**src/rtl/fpu_norm_pkg.sv**
```systemverilog
// Shared types and constants for the FPU post-add normalize/round stage.
// Internal exponent carries two guard bits so overflow past 255 stays visible.
package fpu_norm_pkg;

   localparam int FRAC_W    = 23;
   localparam int EXP_W     = 8;
   localparam int GRS_WIDTH = 3;
   localparam int MAN_W     = FRAC_W + 4;
   localparam int EXPI_W    = EXP_W + 2;
   localparam int CNT_W     = 5;

   localparam int HIDDEN_IDX = FRAC_W + 3;

   localparam logic [EXPI_W-1:0] EXP_MAX  = EXPI_W'(2**EXP_W - 1);
   localparam logic [EXPI_W-1:0] EXP_ONE  = EXPI_W'(1);
   localparam logic [CNT_W-1:0]  NORM_MAX = CNT_W'(26);

   typedef enum logic [1:0] {
      IDLE,
      NORM,
      ROUND,
      HOLD
   } norm_state_e;

   typedef struct packed {
      logic             sign;
      logic [EXP_W-1:0]  exp;
      logic [FRAC_W-1:0] frac;
   } fp32_t;

   typedef struct packed {
      logic overflow;
      logic underflow;
      logic inexact;
      logic zero;
   } fp_flags_t;

endpackage

```
**src/rtl/fp_round_rne.sv**
```systemverilog
// Combinational round-to-nearest-even and IEEE-754 single packing.
// Input mantissa is {hidden, frac, G, R, S}; exponent is the unencoded biased value.
module fp_round_rne
   import fpu_norm_pkg::*;
(
   input  logic [MAN_W-1:0]  man_i,
   input  logic [EXPI_W-1:0] exp_i,
   input  logic              sign_i,
   input  logic              cancel_i,
   output fp32_t             result_o,
   output fp_flags_t         flags_o
);

   logic              g, r, s, lsb, inc, inexact, hidden;
   logic [FRAC_W+1:0] sum;
   logic [FRAC_W-1:0] frac;
   logic [EXPI_W-1:0] exp_adj;
   logic [EXP_W-1:0]  exp_enc;

   always_comb begin
      {g, r, s} = man_i[GRS_WIDTH-1:0];
      lsb       = man_i[GRS_WIDTH];
      inc       = g & (r | s | lsb);
      inexact   = g | r | s;
      sum       = {1'b0, man_i[MAN_W-1:GRS_WIDTH]} + {{(FRAC_W+1){1'b0}}, inc};

      // A carry out of {hidden, frac} renormalizes by one; the dropped bit is always 0.
      if (sum[FRAC_W+1]) begin
         hidden  = 1'b1;
         frac    = sum[FRAC_W:1];
         exp_adj = exp_i + EXP_ONE;
      end else begin
         hidden  = sum[FRAC_W];
         frac    = sum[FRAC_W-1:0];
         exp_adj = exp_i;
      end
      exp_enc = hidden ? exp_adj[EXP_W-1:0] : '0;

      result_o = '0;
      flags_o  = '0;
      if (cancel_i) begin
         flags_o.zero = 1'b1;
      end else if (exp_adj >= EXP_MAX) begin
         result_o.sign     = sign_i;
         result_o.exp      = EXP_MAX[EXP_W-1:0];
         flags_o.overflow  = 1'b1;
         flags_o.inexact   = 1'b1;
      end else begin
         result_o.sign     = sign_i;
         result_o.exp      = exp_enc;
         result_o.frac     = frac;
         flags_o.inexact   = inexact;
         flags_o.underflow = inexact && (exp_enc == '0);
         flags_o.zero      = (exp_enc == '0) && (frac == '0);
      end
   end

endmodule

```
**src/rtl/fp_norm_round.sv**
```systemverilog
// Post-adder stage: iterative left normalization (one bit per cycle), RNE rounding,
// single-precision packing, valid/ready on both sides.
module fp_norm_round
   import fpu_norm_pkg::*;
#(
   parameter int MANTISSA_WIDTH = FRAC_W,
   parameter int EXP_WIDTH      = EXP_W
) (
   input  logic                                  clk,
   input  logic                                  arst,
   input  logic                                  in_valid,
   output logic                                  in_ready,
   input  logic [MANTISSA_WIDTH+3:0]             in_man,
   input  logic                                  in_carry,
   input  logic [EXP_WIDTH-1:0]                  in_exp,
   input  logic                                  in_sign,
   output logic                                  out_valid,
   input  logic                                  out_ready,
   output logic [MANTISSA_WIDTH+EXP_WIDTH:0]     out_result,
   output logic                                  out_overflow,
   output logic                                  out_underflow,
   output logic                                  out_inexact,
   output logic                                  out_zero
);

   norm_state_e       state_q, state_d;
   logic [MAN_W-1:0]  man_q, man_d;
   logic [EXPI_W-1:0] exp_q, exp_d;
   logic              sign_q, sign_d;
   logic              cancel_q, cancel_d;
   logic [CNT_W-1:0]  cnt_q, cnt_d;
   fp32_t             result_q, result_d, rnd_result;
   fp_flags_t         flags_q, flags_d, rnd_flags;
   logic [EXPI_W-1:0] exp_in;

   assign exp_in = (in_exp == '0) ? EXP_ONE : {2'b00, in_exp};

   fp_round_rne u_round (
      .man_i    (man_q),
      .exp_i    (exp_q),
      .sign_i   (sign_q),
      .cancel_i (cancel_q),
      .result_o (rnd_result),
      .flags_o  (rnd_flags)
   );

   always_comb begin
      // NOTE: every _d gets its hold value first so no path through the case infers a latch.
      state_d  = state_q;
      man_d    = man_q;
      exp_d    = exp_q;
      sign_d   = sign_q;
      cancel_d = cancel_q;
      cnt_d    = cnt_q;
      result_d = result_q;
      flags_d  = flags_q;

      case (state_q)
         IDLE: begin
            if (in_valid) begin
               sign_d   = in_sign;
               cancel_d = 1'b0;
               cnt_d    = '0;
               exp_d    = exp_in;
               if (in_carry) begin
                  man_d   = {1'b1, in_man[MAN_W-1:2], in_man[1] | in_man[0]};
                  exp_d   = exp_in + EXP_ONE;
                  state_d = ROUND;
               end else if (in_man == '0) begin
                  man_d    = '0;
                  cancel_d = 1'b1;
                  state_d  = ROUND;
               end else begin
                  man_d   = in_man;
                  state_d = (in_man[HIDDEN_IDX] || exp_in == EXP_ONE) ? ROUND : NORM;
               end
            end
         end
         NORM: begin
            // Sticky never migrates upward; R is refilled with zero.
            if (!man_q[HIDDEN_IDX] && exp_q > EXP_ONE) begin
               man_d = {man_q[MAN_W-2:1], 1'b0, man_q[0]};
               exp_d = exp_q - EXP_ONE;
               cnt_d = cnt_q + CNT_W'(1);
            end
            if (man_d[HIDDEN_IDX] || exp_d == EXP_ONE || cnt_d == NORM_MAX) begin
               state_d = ROUND;
            end
         end
         ROUND: begin
            result_d = rnd_result;
            flags_d  = rnd_flags;
            state_d  = HOLD;
         end
         HOLD: begin
            if (out_ready) begin
               state_d = IDLE;
            end
         end
         default: state_d = IDLE;
      endcase
   end

   // NOTE: sequential state uses non-blocking assignments so all registers update together.
   always_ff @(posedge clk or posedge arst) begin
      if (arst) begin
         state_q  <= IDLE;
         man_q    <= '0;
         exp_q    <= '0;
         sign_q   <= 1'b0;
         cancel_q <= 1'b0;
         cnt_q    <= '0;
         result_q <= '0;
         flags_q  <= '0;
      end else begin
         state_q  <= state_d;
         man_q    <= man_d;
         exp_q    <= exp_d;
         sign_q   <= sign_d;
         cancel_q <= cancel_d;
         cnt_q    <= cnt_d;
         result_q <= result_d;
         flags_q  <= flags_d;
      end
   end

   assign in_ready      = (state_q == IDLE);
   assign out_valid     = (state_q == HOLD);
   assign out_result    = result_q;
   assign out_overflow  = flags_q.overflow;
   assign out_underflow = flags_q.underflow;
   assign out_inexact   = flags_q.inexact;
   assign out_zero      = flags_q.zero;

endmodule

```
**config.mk**
```make
export PLATFORM = sky130hd
export DESIGN_NAME = fp_norm_round
export DESIGN_NICKNAME = d
export VERILOG_FILES = /design/src/rtl/fpu_norm_pkg.sv /design/src/rtl/fp_round_rne.sv /design/src/rtl/fp_norm_round.sv
export SDC_FILE = /design/constraint.sdc
export NUM_CORES = 1
export LEC_CHECK = 0
export ABC_AREA = 1
export ABC_CLOCK_PERIOD_IN_PS = 7000
export CAP_MARGIN = 20
export CORE_ASPECT_RATIO = 1.2
export CORE_MARGIN = 1
export CORE_UTILIZATION = 68
export CTS_CLUSTER_DIAMETER = 40
export DETAILED_ROUTE_END_ITERATION = 8
export DONT_BUFFER_PORTS = 1
export MAX_ROUTING_LAYER = met4
export PLACE_DENSITY = 0.9
export SLEW_MARGIN = 20
export SYNTH_ARGS = -nofsm -noshare
export SYNTH_HDL_FRONTEND = slang
export SYNTH_HIERARCHICAL = 1
export SYNTH_SLANG_ARGS = --single-unit
```
**constraint.sdc**
```tcl
create_clock -name clk -period 7 [get_ports clk]
set_input_delay 1.4 -clock clk [delete_from_list [all_inputs] [get_ports clk]]
set_output_delay 1.4 -clock clk [all_outputs]
set_load 0.01 [all_outputs]
```
* Word level (Yosys, flattened, before mapping) *
Cells that the tools add are included.

storage, ports and cells
  word-level logic and storage cells = 95
  bits in registers = 82

cells by class
  equality and inequality tests = 10
  bitwise gates (word level) = 7
  $lt $le $gt $ge = 2
  add/subtract/negate cells = 5
  reductions and logical operators = 18
  muxes and demuxes = 38

operators with widths
  cell                                                                                   number
  27-bit 2-to-1 mux                                                                      5
  27-bit one-hot mux with 2 select lines                                                 1
  23-bit 2-to-1 mux                                                                      2
  10-bit 2-to-1 mux                                                                      4
  32-bit 2-to-1 mux                                                                      1
  27-bit zero test                                                                       1
  24-bit by 1-bit adder with 25-bit output                                               1
  8-bit 2-to-1 mux                                                                       3
  23-bit zero test                                                                       1
  10-bit one-hot mux with 2 select lines                                                 1
  8-bit zero test                                                                        2
  5-bit 2-to-1 mux                                                                       3
  2-bit 2-to-1 mux                                                                       6
  10-bit by 1-bit adder with 10-bit output (second input constant)                       1
  10-bit by 1-bit equality test with 1-bit output (second input constant)                1
  10-bit by 8-bit greater-or-equal comparator with 1-bit output (second input constant)  1
  10-bit by 1-bit greater-than comparator with 1-bit output (second input constant)      1
  5-bit one-hot mux with 2 select lines                                                  1
  10-bit by 1-bit subtractor with 10-bit output (second input constant)                  1
  8-bit by 1-bit adder with 9-bit output (second input constant)                         1
  9-bit 2-to-1 mux                                                                       1
  3-bit AND reduction                                                                    3
  8-bit by 1-bit equality test with 1-bit output (second input constant)                 1
  1-bit 2-to-1 mux                                                                       8
  other kinds (17)                                                                       29

* Logic depth before layout (Yosys ltp) *
Gate-level depths: netlist (run 1).

  depth in word-level cells = 10
  gate-level depth with buffers = 18
  mapped depth without buffers = 18

* By module *
The synthesis (run 1) kept the hierarchy.

modules (own cells, without submodules)
  module         cells an instance  times used  area each (µm²)
  fp_norm_round  555                1           4,606.9
  fp_round_rne   340                1           1,655.3

* Least setup slack after synthesis (run 1) *
Ideal clock, no wire load.

  path type = in2reg
  start = in in_valid
  end = reg man_q[10]
  path buffers = 1
  stages = 7
  slack = 4.376 ns
  data arrival time = 2.499 ns
  setup time = 0.125 ns
  cells stage by stage = nand2_1 -> inv_1 -> a21oi_2 -> inv_2 -> clkbuf_1 -> o2111ai_1 -> nand2_1

on the way
  cells in the longest elaborated chain, start to end = 2

RTL lines
  what                           RTL line              RTL
  start: declaration             fp_norm_round.sv:11   input logic in_valid,
  2-bit != test (no line)        -
  3-bit AND reduction (no line)  -
  end signal: assignment         fp_norm_round.sv:117  man_q <= man_d;
  end: declaration               fp_norm_round.sv:27   logic [MAN_W-1:0] man_q, man_d;

No other way between the ends.
A chain may end at the register's enable or synchronous reset.

==> results.yml, run 1 <==
setup_path:
  critPathLaunchType: "register"
  crit_type: "register to register"
  arrival_ns: 3.18
  critPathRequiredTime_ns: 7.25
  path_max_fanout: 24
  worst_setup_path_end_kind: "register"
routing:
  drt-total-wl_um: 15400
  antenna_left: 0
  viasPerCell: 5.90
  drt_iter0_markers: 549
  wire_per_inst_um: 15.4
  drc: 0
  drtPass1Iterations: 6
  vias: 5926
clocking:
  numCtsBuffers: 9
  clk_latency_ns: 0.38
  htreeDepth: 3
  post-cts-setup-buffers: 0
  clkTransAtPathRegs_ns: 0.08
  cts_root_buf: "clkbuf_8"
  cts_resized: 0
  cts_tree: "built"
  clock-sinks: 82
  clock_path_buffers: 2
  hold_buffers: 0
placement:
  place_area_um2: 6280
  portBuffers: 0
  gp_congestion: 0.956
  dpl.hpwl_um: 11400
  dp_cells: 989
  place_ws_ns: 4.08
synth:
  ys_async_sr_fraction_pct: 100
  synth_ff_type: "dfrtp_1"
  avgSynthCellArea_um2: 7.00
  synthCells: 895
  ys_seq_area_share_pct: 32.8
  synth_cell_types: 44
  synth_warnings: 6
  synth_nets: 946
  synth_edf_count: 0
  ys_seq_elements: 82
  netlist_area_um2: 6260
floorplanning:
  die_w_um: 89.6
  start_util_pct: 69.7
  fp.dieArea_um2: 9600
  num_rows: 38
  io-pin-count: 79
  die_h_um: 107
  core_um2: 8990
global_routing:
  grt_overflow_total: 0
  use_met3_pct: 7.54
  grt_pass1_vias: 5766
  grt_max_degree: 83
  antenna_found_initial: 0
  use_met1_pct: 43.3
  grt_util_met2_pct: 55.8
  grt_pass1_wl_um: 25700
  track_usage_pct: 35.4
  grt_busiest_layer: "met2"
power_and_ir_drop:
  fin_total_pwr_mw: 3.02
  peakVddDrop_mv: 0.327
  leakage_nw: 3.25
  powerDensity_nw_per_um2: 465
sta:
  drv_slew: 0
  worst_hold_slack_ns: 0.509
  min_period_over_period_pct: 41.9
  fin_crit_ns: 2.93
  setup_tns_ns: 0
  slew_headroom_pct: 35.3
  rsz0062_at_grt: "no"
  fin_ws_ns: 4.07
  setup_viol: 0
  finalHoldViolCount: 0
  max_slew.worst_pin.slew_ns: 0.970
  fmax_mhz: 341
  skew_ns: 0.0153
finish:
  multiInputGateArea_um2: 3720
  n_antenna_cell: 0
  final_layout_size_suffix_gt1_share_pct: 13.4
  post-route-util_pct: 72.2
  fillers: 697
  seqCellArea_um2: 2050
  final_cells: 1005
  syn_to_final_growth_pct: 3.58
  fin_nets: 931
  fin_area_um2: 6490
job:
  drv_cap: 0
min_path:
  hold_class: "register to register"
status:
  outcome: "completed"
==> flip-flops by register name, indices dropped and copies added, names as in the netlist <==
signal         flops
out_underflow      1
out_inexact        1
out_overflow       1
cancel_q           1
sign_q             1
out_zero           1
man_q             27
state_q            2
exp_q             10
cnt_q              5
out_result        32
==> path summary, 6_finish.rpt <==
kind | startpoint | endpoint | slack (ns) | cells after the start
max in group asynchronous | arst | man_q[6]$_DFFE_PP0P_ | 5.40 | 2
worst max register to register | man_q[3]$_DFFE_PP0P_ | out_result[2]$_DFFE_PP0P_ | 4.07 | 15
worst min register to register | sign_q$_DFFE_PP0P_ | sign_q$_DFFE_PP0P_ | 0.51 | 2
min in group asynchronous | arst | out_result[27]$_DFFE_PP0P_ | 1.10 | 2
worst min-delay path | sign_q$_DFFE_PP0P_ | sign_q$_DFFE_PP0P_ | 0.51 | 2
worst max-delay path | man_q[3]$_DFFE_PP0P_ | out_result[2]$_DFFE_PP0P_ | 4.07 | 15
==> cell usage after synthesis, types with 4 or more instances <==
master       n  area share (%)
mux2_2      36             6.5
nor4_1       5            0.50
nand4_1     12             1.2
nor2_2      25             2.5
xor2_1      12             1.7
dfrtp_1     82              33
o2111ai_1   10             1.4
inv_2        9            0.54
a21oi_1     35             2.8
nand2_4      5            0.90
buf_2        5            0.40
nand3_1     69             5.5
nor2_1      86             5.2
clkbuf_1    20             1.2
nand2_1    279              17
o22ai_1      6            0.60
o21ai_1      4            0.32
o211ai_1     8            0.96
nand3b_1     5            0.60
nor3_1       4            0.32
nand2_2     11             1.1
inv_1       78             4.7
o21ai_0     41             3.3
ha_1        10             2.0
xnor2_1      8             1.1
==> cell usage in the layout, fill, tap and decap left out, types with 3 or more instances in the layout <==
cell type / Yosys / routed
inv_2: 9 / 9
nand2_4: 5 / 5
nor2_1: 86 / 86
o22ai_1: 6 / 6
nand3b_1: 5 / 5
nor2_2: 25 / 25
mux2_2: 36 / 36
o21ai_1: 4 / 4
o21ai_0: 41 / 41
xnor2_1: 8 / 8
inv_1: 78 / 77
a21oi_2: 3 / 3
nor3_1: 4 / 4
nand2_2: 11 / 11
nand3_1: 69 / 69
nor4_1: 5 / 5
clkbuf_8: 0 / 11
nor2_8: 3 / 3
nand4_1: 12 / 12
nand2_1: 279 / 279
dfrtp_1: 82 / 82
a22oi_1: 3 / 3
o2111ai_1: 10 / 10
a21oi_1: 35 / 35
xor2_1: 12 / 12
ha_1: 10 / 10
o211ai_1: 8 / 8
==> kinds of logic after synthesis <==
family          after synthesis  share of synthesized area, %
compound gates              119                          11.5
xor+xnor                     20                          2.80
fa+ha+maj                    10                          2.00
buf+inv                     117                          7.81
flops                        82                          32.8
mux                          36                          6.47
simple gates                511                          36.7
==> per-layer routing <==
metal	vias up	part of all wire, %	routed length, um
met1	2739	41	6370
met4	0	2.5	389
met3	45	7.2	1120
met5	-	0	0
met2	257	49	7560
li1	2885	-	-
==> cell type report <==
| type | count | share of cell area, % |
|---|---|---|
| timing repair buffer | 3 | 0.405 |
| clock buffer | 12 | 2.39 |
| clock inverter | 4 | 0.772 |
| multi-input combinational | 696 | 57.4 |
| inverter | 88 | 5.11 |
| sequential | 82 | 31.6 |
| tap | 120 | 2.31 |
==> power breakdown <==
| part | internal, mW | leakage [nW] | switching, mW |
|---|---|---|---|
| Sequential | 0.700 | 1.00 | 0.328 |
| Clock | 0.184 | 0.0986 | 0.179 |
| Combinational | 0.624 | 2.15 | 1.00 |
==> worst max-delay path, cell delays in order (launching register included) <==
cell     delay [ns]
dfrtp_1        0.41
nand2_1        0.14
inv_1          0.08
ha_1           0.20
nand2_1        0.08
nor2_2         0.16
nand2_4        0.12
nor3_4         0.42
nand2_1        0.09
nand2_1        0.11
nand2_1        0.07
nor2_2         0.14
a21oi_2        0.09
nand2_4        0.31
a21oi_1        0.07
mux2_2         0.29
Power figures use the tool's default switching activity.
==> run 2, diff against run 1 <==
- ABC_CLOCK_PERIOD_IN_PS: 7000 -> 2500
- CORE_UTILIZATION: 68 -> 59
- PLACE_DENSITY: 0.9 -> 0.84
- clock period: 7 -> 2.5 ns (I/O delays scaled with it)
==> run 2 against run 1 <==
The flow now finishes with violations (negative setup slack). Maximum frequency is 17% higher. Flip-flop and latch count stayed put. Critical path depth increased by 1. Clock-buffer cell count decreased by 1. Power grew to 3.3 times the previous value. Sequential share of layout area is 3.2 points lower. Combinational power grew to 3.6 times the previous value. Clock skew shrank 0.0072 ns.
==> results.yml, run 2 (synthesis results as in run 1) <==
floorplanning:
  num_rows: 40
  start_util_pct: 61.6
  die_h_um: 115
  io-pin-count: 79
  fp.dieArea_um2: 11000
  die_w_um: 96.0
  core_um2: 10200
routing:
  viasPerCell: 5.76
  antenna_left: 0
  drtPass1Iterations: 7
  drt-total-wl_um: 16200
  drt_iter0_markers: 485
  drc: 0
  vias: 6120
  wire_per_inst_um: 15.2
setup_path:
  crit_type: "register to register"
  critPathLaunchType: "register"
  worst_setup_path_end_kind: "register"
  path_max_fanout: 6
  reg2reg_to: "out_result[19]$_DFFE_PP0P_"
  reg2reg_depth: 16
  startpoint: "man_q[3]$_DFFE_PP0P_"
  r2r-start: "man_q[3]$_DFFE_PP0P_"
  arrival_ns: 2.74
  critPathRequiredTime_ns: 2.73
  regToRegSetupSlack_ns: -0.008
global_routing:
  grt_max_degree: 48
  grt_pass1_wl_um: 25300
  grt_pass1_vias: 5473
  track_usage_pct: 30.2
  antenna_found_initial: 0
  grt_overflow_total: 0
sta:
  drv_slew: 0
  worst_hold_slack_ns: 0.157
  setup_viol: 4
  min_period_over_period_pct: 100
  setup_tns_ns: -0.0196
  fin_ws_ns: -0.00840
  fin_crit_ns: 2.51
  max_slew.worst_pin.slew_ns: 0.771
  fmax_mhz: 399
  finalHoldViolCount: 0
  slew_headroom_pct: 48.5
  rsz0062_at_grt: "yes"
  skew_ns: 0.00810
min_path:
  hold_class: "primary input to asynchronous set/reset pin"
finish:
  syn_to_final_growth_pct: 15.4
  n_antenna_cell: 0
  final_common_cell: "nand2_1"
  final_layout_size_suffix_gt1_share_pct: 20.1
  fin_nets: 983
  largest_register_ffs: 32
  final_cell_mix: "273 x nand2_1, 82 x nor2_1, 81 x dfrtp_1"
  post-route-util_pct: 71.1
  fin_area_um2: 7230
  final_cells: 1063
power_and_ir_drop:
  peakVddDrop_mv: 0.996
  leakage_nw: 3.65
  powerDensity_nw_per_um2: 1380
placement:
  dp_cells: 1039
  place_area_um2: 6670
  gp_congestion: 0.937
  dpl.hpwl_um: 11700
  portBuffers: 0
clocking:
  htreeDepth: 3
  clk_latency_ns: 0.34
  clkTransAtPathRegs_ns: 0.06
  clock_path_buffers: 2
  cts_root_buf: "clkbuf_16"
  numCtsBuffers: 9
  clock-sinks: 82
  cts_tree: "built"
job:
  drv_cap: 0
status:
  violations: "negative setup slack"
  outcome: "finished with violations"
## run 2: changes by cell type in the layout (fill, tap and decap cells not counted), moves of 4 or more
cell,previous run,this run
nand2_1,279,273
nand2_2,11,17
buf_12,0,4
clkbuf_16,0,10
mux2_4,0,18
clkbuf_8,11,1
mux2_2,36,18
buf_4,2,50
nor2_1,86,82
nor2_4,2,8
## run 2: per-layer routing
| layer | global-route usage, % | vias to the layer above | part of all wire [%] |
|---|---|---|---|
| met1 | 39.9 | 2829 | 44 |
| met5 | - | - | 0 |
| met3 | 4.10 | 26 | 6.7 |
| met2 | 47.4 | 268 | 47 |
| met4 | 10.0 | 0 | 1.6 |
| li1 | - | 2997 | - |
## run 2: area by class of cell
type                    instances  area (um2)
clock buffers                  11         243
inverters                      88         338
multi-input cells             696        3870
flip-flops and latches         82        2050
repair buffers                 55         480
clock inverters                 5        85.1
fillers                       821        2930
well taps                     126         158
## run 2: critical path, cell delays in order, from the launching register on
cell	delay, ns
dfrtp_1	0.35
nand2_1	0.08
inv_1	0.07
ha_2	0.17
nand2_2	0.06
nor2_4	0.15
nand2_4	0.10
nor3_4	0.29
nand2_1	0.12
nand2_2	0.09
nand2_1	0.09
nor2_4	0.13
a21oi_4	0.08
nand2_4	0.14
clkbuf_16	0.18
nor2_2	0.04
mux2_2	0.25
## run 2: power breakdown
| group | total [mW] | switching, mW | internal, mW |
|---|---|---|---|
| clock | 1.46 | 0.547 | 0.908 |
| combinational | 5.82 | 3.30 | 2.52 |
| sequential | 2.66 | 0.697 | 1.97 |
## run 2: timing repair
| action | 4_1_cts | 5_1_grt |
|---|---|---|
| buffers inserted | 0 | 7 |
| hold buffers | 0 | 0 |
| pin swaps | 1 | 10 |
| setup endpoints to repair | 6 | 29 |
| gates cloned | 0 | 1 |
| resized for setup | 0 | 42 |
## run 2: how the worst max path moves through the flow
stage	to	slack [ns]	depth (start not counted)
2_1_floorplan	out_result[10]$_DFFE_PP0P_	0.08	16
3_3_place_gp	out_result[14]$_DFFE_PP0P_	0.08	16
3_5_place_dp	out_result[14]$_DFFE_PP0P_	0.002	16
4_1_cts	out_zero$_DFFE_PP0P_	0.06	18
5_1_grt	out_result[13]$_DFFE_PP0P_	-0.16	16
6_report	out_result[19]$_DFFE_PP0P_	-0.008	16
## run 2: metrics by stage
stage               power, mW  setup slack [ns]
global route             10.7            -0.159
floorplan                6.47            0.0783
finish                   9.94          -0.00840
detailed placement       7.92           0.00232
CTS                      9.41            0.0558
global placement         7.74            0.0765
